--- config.mk ---
export PLATFORM = sky130hd
export DESIGN_NAME = trigger_capture
export DESIGN_NICKNAME = d
export VERILOG_FILES = /design/src/rtl/osc_pkg.sv /design/src/rtl/capture_ram.sv /design/src/rtl/trigger_capture.sv
export SDC_FILE = /design/constraint.sdc
export NUM_CORES = 2
export LEC_CHECK = 0
export BUFFER_PORTS_ARGS = -buffer_cell sky130_fd_sc_hd__buf_2
export CAP_MARGIN = 25
export CORE_UTILIZATION = 53
export CTS_CLUSTER_SIZE = 12
export DETAILED_ROUTE_END_ITERATION = 16
export PLACE_DENSITY = 0.69
export SYNTH_ARGS = -nofsm -noshare
export SYNTH_HDL_FRONTEND = slang
export SYNTH_SLANG_ARGS = --single-unit
--- constraint.sdc ---
create_clock -name clk -period 12.4 [get_ports clk]
set_input_delay 2.48 -clock clk [delete_from_list [all_inputs] [get_ports clk]]
set_output_delay 2.48 -clock clk [all_outputs]
set_load 0.05 [all_outputs]
--- src/rtl/osc_pkg.sv ---
// Shared oscilloscope definitions: capture FSM states, plot-window geometry, sample width.
package osc_pkg;

  localparam int unsigned SAMPLE_W = 8;

  // Plot window: X0 <= x < X0+DEPTH, Y0 <= y < Y1
  localparam int unsigned X0 = 100;
  localparam int unsigned Y0 = 200;
  localparam int unsigned Y1 = 456;

  typedef enum logic [2:0] {
    StIdle,
    StFill,
    StWaitTrig,
    StPost,
    StDone
  } cap_state_e;

  // Modular add for operands already reduced below m; never relies on binary wrap.
  function automatic int unsigned mod_add(int unsigned a, int unsigned b, int unsigned m);
    return ((a + b) >= m) ? (a + b - m) : (a + b);
  endfunction

endpackage

--- src/rtl/capture_ram.sv ---
// Simple dual-port sample RAM, two banks of DEPTH samples with the bank bit as MSB; registered read.
module capture_ram
  import osc_pkg::*;
#(
  parameter int unsigned DEPTH = 200,
  parameter int unsigned AW    = $clog2(DEPTH)
) (
  input  logic                clk,
  input  logic                we,
  input  logic                wr_bank,
  input  logic [AW-1:0]       wr_addr,
  input  logic [SAMPLE_W-1:0] wr_data,
  input  logic                rd_bank,
  input  logic [AW-1:0]       rd_addr,
  output logic [SAMPLE_W-1:0] rd_data
);

  logic [SAMPLE_W-1:0] mem [2][DEPTH];

  always_ff @(posedge clk) begin
    if (we) begin
      mem[wr_bank][wr_addr] <= wr_data;
    end
    rd_data <= mem[rd_bank][rd_addr];
  end

endmodule

--- src/rtl/trigger_capture.sv ---
// Triggered, double-buffered ADC record capture with pixel-column replay for the VGA plot window.
// Build option: define AUTO_TRIG_EN to force a trigger after 2^20 clocks in WAIT_TRIG.
module trigger_capture
  import osc_pkg::*;
#(
  parameter int unsigned DEPTH   = 200,
  parameter int unsigned PRE     = 50,
  parameter int unsigned HOLDOFF = 16
) (
  input  logic                clk,
  input  logic                rst_n,
  input  logic [SAMPLE_W-1:0] adc_data,
  input  logic                adc_valid,
  input  logic [SAMPLE_W-1:0] trig_level,
  input  logic                trig_falling,
  input  logic                single_mode,
  input  logic                arm,
  input  logic                frame_start,
  input  logic [9:0]          value_x,
  input  logic [9:0]          value_y,
  output logic [SAMPLE_W-1:0] wave_data,
  output logic                trig_seen,
  output logic                capture_done,
  output logic                busy
);

  localparam int unsigned AW = $clog2(DEPTH);
  localparam int unsigned CW = $clog2(DEPTH + HOLDOFF + 1);

  localparam logic [AW-1:0] PTR_LAST  = AW'(DEPTH - 1);
  localparam logic [CW-1:0] FILL_LAST = CW'(PRE + HOLDOFF - 1);
  localparam logic [CW-1:0] POST_LAST = CW'(DEPTH - PRE - 1);

  localparam logic [9:0] X_LO = 10'(X0);
  localparam logic [9:0] X_HI = 10'(X0 + DEPTH);
  localparam logic [9:0] Y_LO = 10'(Y0);
  localparam logic [9:0] Y_HI = 10'(Y1);

  cap_state_e          state_q, state_d;
  logic [AW-1:0]       wr_ptr_q, wr_ptr_d, next_ptr;
  logic [CW-1:0]       cnt_q, cnt_d;
  logic [AW-1:0]       trig_addr_q, trig_addr_d;
  logic [AW-1:0]       disp_start_q, disp_start_d;
  logic                wr_bank_q, wr_bank_d;
  logic [SAMPLE_W-1:0] prev_q, prev_d;
  logic                prev_vld_q, prev_vld_d;
  logic                trig_seen_q, trig_seen_d;
  logic                done_q, done_d;
  logic                in_win_q, in_win;
  logic                wr_en, trig_hit, start_fill, timeout;
  logic [AW-1:0]       rd_addr;
  logic [SAMPLE_W-1:0] rd_data;

`ifdef AUTO_TRIG_EN
  logic [19:0] to_cnt_q, to_cnt_d;

  assign to_cnt_d = (state_q == StWaitTrig) ? to_cnt_q + 20'd1 : 20'd0;
  assign timeout  = (state_q == StWaitTrig) && (to_cnt_q == 20'hf_ffff);

  always_ff @(posedge clk or negedge rst_n) begin
    if (!rst_n) begin
      to_cnt_q <= '0;
    end else begin
      to_cnt_q <= to_cnt_d;
    end
  end
`else
  assign timeout = 1'b0;
`endif

  assign busy     = state_q inside {StFill, StWaitTrig, StPost};
  assign next_ptr = (wr_ptr_q == PTR_LAST) ? '0 : wr_ptr_q + AW'(1);
  assign trig_hit = prev_vld_q &&
                    (trig_falling ? (prev_q >= trig_level) && (trig_level > adc_data)
                                  : (prev_q < trig_level) && (trig_level <= adc_data));

  always_comb begin
    state_d      = state_q;
    wr_ptr_d     = wr_ptr_q;
    cnt_d        = cnt_q;
    trig_addr_d  = trig_addr_q;
    disp_start_d = disp_start_q;
    wr_bank_d    = wr_bank_q;
    prev_d       = prev_q;
    prev_vld_d   = prev_vld_q;
    trig_seen_d  = trig_seen_q;
    done_d       = 1'b0;
    wr_en        = 1'b0;
    start_fill   = 1'b0;

    if (adc_valid) begin
      prev_d     = adc_data;
      prev_vld_d = 1'b1;
    end

    unique case (state_q)
      StIdle: begin
        if (!single_mode || arm) start_fill = 1'b1;
      end
      StFill: begin
        if (adc_valid) begin
          wr_en    = 1'b1;
          wr_ptr_d = next_ptr;
          cnt_d    = cnt_q + CW'(1);
          if (cnt_q == FILL_LAST) begin
            state_d = StWaitTrig;
            cnt_d   = '0;
          end
        end
      end
      StWaitTrig: begin
        if (adc_valid) begin
          wr_en    = 1'b1;
          wr_ptr_d = next_ptr;
        end
        if (adc_valid && trig_hit) begin
          state_d     = StPost;
          trig_addr_d = wr_ptr_q;
          trig_seen_d = 1'b1;
          cnt_d       = CW'(1);
        end else if (timeout) begin
          // Forced record: a sample written this cycle is the trigger sample
          state_d     = StPost;
          trig_addr_d = wr_ptr_q;
          cnt_d       = adc_valid ? CW'(1) : '0;
        end
      end
      StPost: begin
        if (adc_valid) begin
          wr_en    = 1'b1;
          wr_ptr_d = next_ptr;
          cnt_d    = cnt_q + CW'(1);
          if (cnt_q == POST_LAST) begin
            state_d = StDone;
            done_d  = 1'b1;
          end
        end
      end
      StDone: begin
        if (frame_start) begin
          wr_bank_d    = ~wr_bank_q;
          disp_start_d = AW'(mod_add(32'(trig_addr_q), DEPTH - PRE, DEPTH));
          if (single_mode) begin
            state_d = StIdle;
          end else begin
            start_fill = 1'b1;
          end
        end
      end
      default: state_d = StIdle;
    endcase

    if (single_mode && arm && busy) start_fill = 1'b1;

    // A strobe coinciding with (re)arm is dropped so the record starts clean at address 0
    if (start_fill) begin
      state_d     = StFill;
      wr_en       = 1'b0;
      wr_ptr_d    = '0;
      cnt_d       = '0;
      prev_vld_d  = 1'b0;
      trig_seen_d = 1'b0;
    end
  end

  always_ff @(posedge clk or negedge rst_n) begin
    if (!rst_n) begin
      state_q      <= StIdle;
      wr_ptr_q     <= '0;
      cnt_q        <= '0;
      trig_addr_q  <= '0;
      disp_start_q <= '0;
      wr_bank_q    <= 1'b0;
      prev_q       <= '0;
      prev_vld_q   <= 1'b0;
      trig_seen_q  <= 1'b0;
      done_q       <= 1'b0;
      in_win_q     <= 1'b0;
    end else begin
      state_q      <= state_d;
      wr_ptr_q     <= wr_ptr_d;
      cnt_q        <= cnt_d;
      trig_addr_q  <= trig_addr_d;
      disp_start_q <= disp_start_d;
      wr_bank_q    <= wr_bank_d;
      prev_q       <= prev_d;
      prev_vld_q   <= prev_vld_d;
      trig_seen_q  <= trig_seen_d;
      done_q       <= done_d;
      in_win_q     <= in_win;
    end
  end

  assign in_win  = (value_x >= X_LO) && (value_x < X_HI) && (value_y >= Y_LO) && (value_y < Y_HI);
  assign rd_addr = AW'(mod_add(32'(disp_start_q), 32'(value_x - X_LO), DEPTH));

  capture_ram #(
    .DEPTH (DEPTH),
    .AW    (AW)
  ) u_ram (
    .clk     (clk),
    .we      (wr_en),
    .wr_bank (wr_bank_q),
    .wr_addr (wr_ptr_q),
    .wr_data (adc_data),
    .rd_bank (~wr_bank_q),
    .rd_addr (rd_addr),
    .rd_data (rd_data)
  );

  assign wave_data    = in_win_q ? rd_data : '0;
  assign trig_seen    = trig_seen_q;
  assign capture_done = done_q;

endmodule

==> run summary <==
Most common cell after layout, fill and taps aside: edfxtp_1
DRT antenna net count: 0
Hold Vio Cnt, Final: 0
RSZ-0062 raised after global routing: no
Worst IR Drop VDD: 0.0001699 V
Mux cell area share after synthesis: 18.37%
Gate Count Post-Synth: 5,913
Pin count of the biggest net entering global routing: 213
CP peak stage delay: 0.65 ns
Vias per cell: 6.465
Synth Register Bits: 3,256
TritonCTS Buffers: 344
Initial Utilization: 53.42%
Worst-path cell chain: buf_2 > inv_1 > ha_1 > inv_1 > ha_1 > a211oi_1 > or2_2 > xnor2_2 > buf_4 > inv_2 > buf_4 > ha_2 > inv_1 > buf_4 > o21ai_0 > a21oi_1 > a22oi_1 > a21oi_1 > nor2b_1 > o221a_1
Gr ovfl total: 0
Distinct cells, synth: 85
Design area: 0.1426 sq mm
Total routed wirelength: 298.4 mm
# placed instances: 8,904
Skew-Pair Late Insertion Delay: 0.95 ns
Tot Pwr: 22.60 mW
Synthesized Nets: 5,994
Worst path required time: 13.24 ns
Sequential power share: 53.8%
Port bufs: 50
P_int: 17.73 mW
Crit Path Class: input port to register
Logic pwr share: 6.0%
Main synth FF type: edfxtp_1
# IOs: 54
Period minus WS final: 7.726 ns
Max FO, Critical Path: 53
CTS root buf: clkbuf_16
Crit end category: register
Sinks on the clock net: 3,256
Fill count: 16,720
Status: complete, no violations
# setup viols final: 0
Drt initial violations: 7,575
Share of cells above drive strength 1: 25.96%
Die Span Y: 495.1 um
GRT Util Overall: 24.70%
Post-DP HPWL: 177.3 mm
Vias in the first global route: 61,270
Syn. warnings: 0
Die area: 0.2451 sq mm
Post-Synth XOR/XNOR Area: 0.1360%
Worst hold stages: 2
Mean Syn Cell Area: 21.79 sq um
Vias post-DR: 61,060
Final period utilization: 62.31%
Worst-margin pin slew: 1.227 ns
Post-CTS Hold Buffers: 0
Global-route wire length before repair: 434.4 mm
CP startpoint kind: input port
Post-CTS sizing: 0
Area Overhead vs Synth: 10.64%
FF/Latch Area: 0.09746 sq mm
Clock share of power: 40.3%
Pre-antenna DRT Iters: 5
Fin Setup TNS: 0 ns
Residual DRC count: 0
Simple-Gate Fraction of Synth Area: 2.827%
Critical path data arrival time: 8.56 ns
Net Sw Power: 4.868 mW
Die W: 495.1 um
Most frequent cells in the layout: 3,200 x edfxtp_1, 1,014 x mux4_2, 433 x nor2_1
Fmax: 129.4 MHz
CP max-delay cell: ha_2
Num rows: 180
Count of pins over their slew limit: 0
Adder-cell share of the synthesized area: 0.3748%
Clock slew seen by the registers of the worst setup and hold paths: 0.06 ns
CTS tree: built
Post-synthesis sequential area ratio: 75.63%
HP Class: register to register
Core area: 0.2412 sq mm
Initial antenna violation count: 7
Area of the multi-input gates: 0.02992 sq mm
Synth Area in Compound Gates: 1.390%
Ys async rst share: 1.474%
Final Non-Filler Cells: 9,445
Postcts setup bufs: 0
Final GP Congestion: 0.8606
Clk_skew: 0.06253 ns
Sw frac: 21.54%
Leak: 43.46 nW
Routed WL per cell: 31.59 um
FF-to-FF path depth: 17
H-tree level count: 5
Largest family of logic cells by synthesized area: multiplexers
Max Root-Sink Buffers: 4
Post-synth EDFFs: 3,200
Headroom to the max-slew limit: 18.17%
Placed cell areas: 0.1329 sq mm
Mapped Area: 0.1288 sq mm
Cell Pwr Density: 158.5 mW/mm^2
Final design utilization: 59.10%
Nets: 6,148
Number of max-cap violations: 0
cells by family (layout without fill, tap and decap cells):
kind of cell | count (synthesis) | after routing
flops | 3256 | 3256
mux | 1095 | 1095
simple gates | 851 | 851
buf+inv | 396 | 738
compound gates | 257 | 257
fa+ha+maj | 38 | 38
xor+xnor | 20 | 20
other cells | 0 | 5
per-stage QoR:
step,setup WS (ns),hold slack (ns)
CTS,4.941,0.5048
global route,4.470,0.5328
global placement,3.958,0.4832
detailed placement,3.955,0.4888
finish,4.674,0.5069
floorplan,5.476,0.4538
layer usage:
metal  GRT usage, %  wire length, um  vias up  part of all wire (%)
met3          4.374            25240      467                   8.5
li1               -                -    25050                     -
met5              0               13        -                0.0044
met1          36.07           120100    32730                    40
met2          38.65           144100     2808                    48
met4          7.237             8956        2                   3.0
power by group through the flow:
stage / sequential (mW) / clock [mW] / combinational, mW
floorplan: 12.4 / 0 / 0.733
global placement: 12.4 / 0 / 1.31
global route: 12.1 / 9.62 / 1.41
finish: 12.1 / 9.11 / 1.35
CTS: 12.1 / 9.22 / 1.34
detailed placement: 12.4 / 0 / 1.34
Yosys cell counts, drive strengths merged, types with 5 or more instances:
master | count | share of area [%]
edfxtp | 3200 | 75
mux4 | 1014 | 18
nor2 | 437 | 1.3
nand2 | 223 | 0.65
clkbuf | 220 | 0.64
buf | 132 | 0.50
mux2i | 66 | 0.51
o21ai | 63 | 0.24
nand3 | 59 | 0.23
dfrtp | 48 | 0.93
a21oi | 42 | 0.17
inv | 42 | 0.12
ha | 37 | 0.36
and3 | 28 | 0.14
a31oi | 22 | 0.11
and2 | 19 | 0.092
a211oi | 18 | 0.10
mux2 | 15 | 0.13
nor2b | 15 | 0.073
nand4 | 14 | 0.068
nor3 | 14 | 0.058
a21o | 13 | 0.076
a311oi | 13 | 0.098
xnor2 | 13 | 0.088
a32oi | 12 | 0.082
o31ai | 10 | 0.058
dfxtp | 8 | 0.12
a22oi | 7 | 0.041
o22ai | 7 | 0.034
xor2 | 7 | 0.048
nand2b | 6 | 0.029
a2111oi | 5 | 0.035
o21a | 5 | 0.029
o221a | 5 | 0.044
or2 | 5 | 0.024
or3 | 5 | 0.024
worst paths after layout:
path                                              from                     endpoint  slack, ns
setup reg to reg           disp_start_q[0]$_DFFE_PN0P_     u_ram.rd_data[0]$_DFF_P_       5.99
max in group asynchronous                        rst_n        wr_bank_q$_DFFE_PN0P_      10.20
hold reg to reg            disp_start_q[3]$_DFFE_PN0P_  disp_start_q[3]$_DFFE_PN0P_       0.51
setup / recovery                            value_x[2]     u_ram.rd_data[0]$_DFF_P_       4.67
min in group asynchronous                        rst_n       state_q[1]$_DFFE_PN0P_       1.64
hold / removal             disp_start_q[3]$_DFFE_PN0P_  disp_start_q[3]$_DFFE_PN0P_       0.51
state kept, by name (all words and copies together), names as in the netlist:
signal and cells:
trig_addr_q 8, in_win_q 1, cnt_q 8, capture_done 1
disp_start_q 8, wr_bank_q 1, prev_vld_q 1, state_q 3
u_ram.mem 3200, trig_seen 1, u_ram.rd_data 8, wr_ptr_q 8
prev_q 8
final cells by class:
class	count	area share (%)
multi-input combinational	2261	20.99
sequential	3256	68.37
antenna	5	0.008777
clock inverter	89	0.3555
clock buffer	445	6.399
timing repair buffer	160	0.9708
inverter	44	0.1159
tap	3185	2.796
critical path, delay by kind of cell:
kind | cells | cell delay [ns]
AND/OR/NAND/NOR | 2 | 0.34
XOR/XNOR | 1 | 0.10
buffers and inverters | 8 | 1.93
AO/OA/AOI/OAI | 6 | 2.34
adder cells (fa/ha/maj) | 3 | 1.17
No activity file was read; power rests on OpenSTA's default activity.
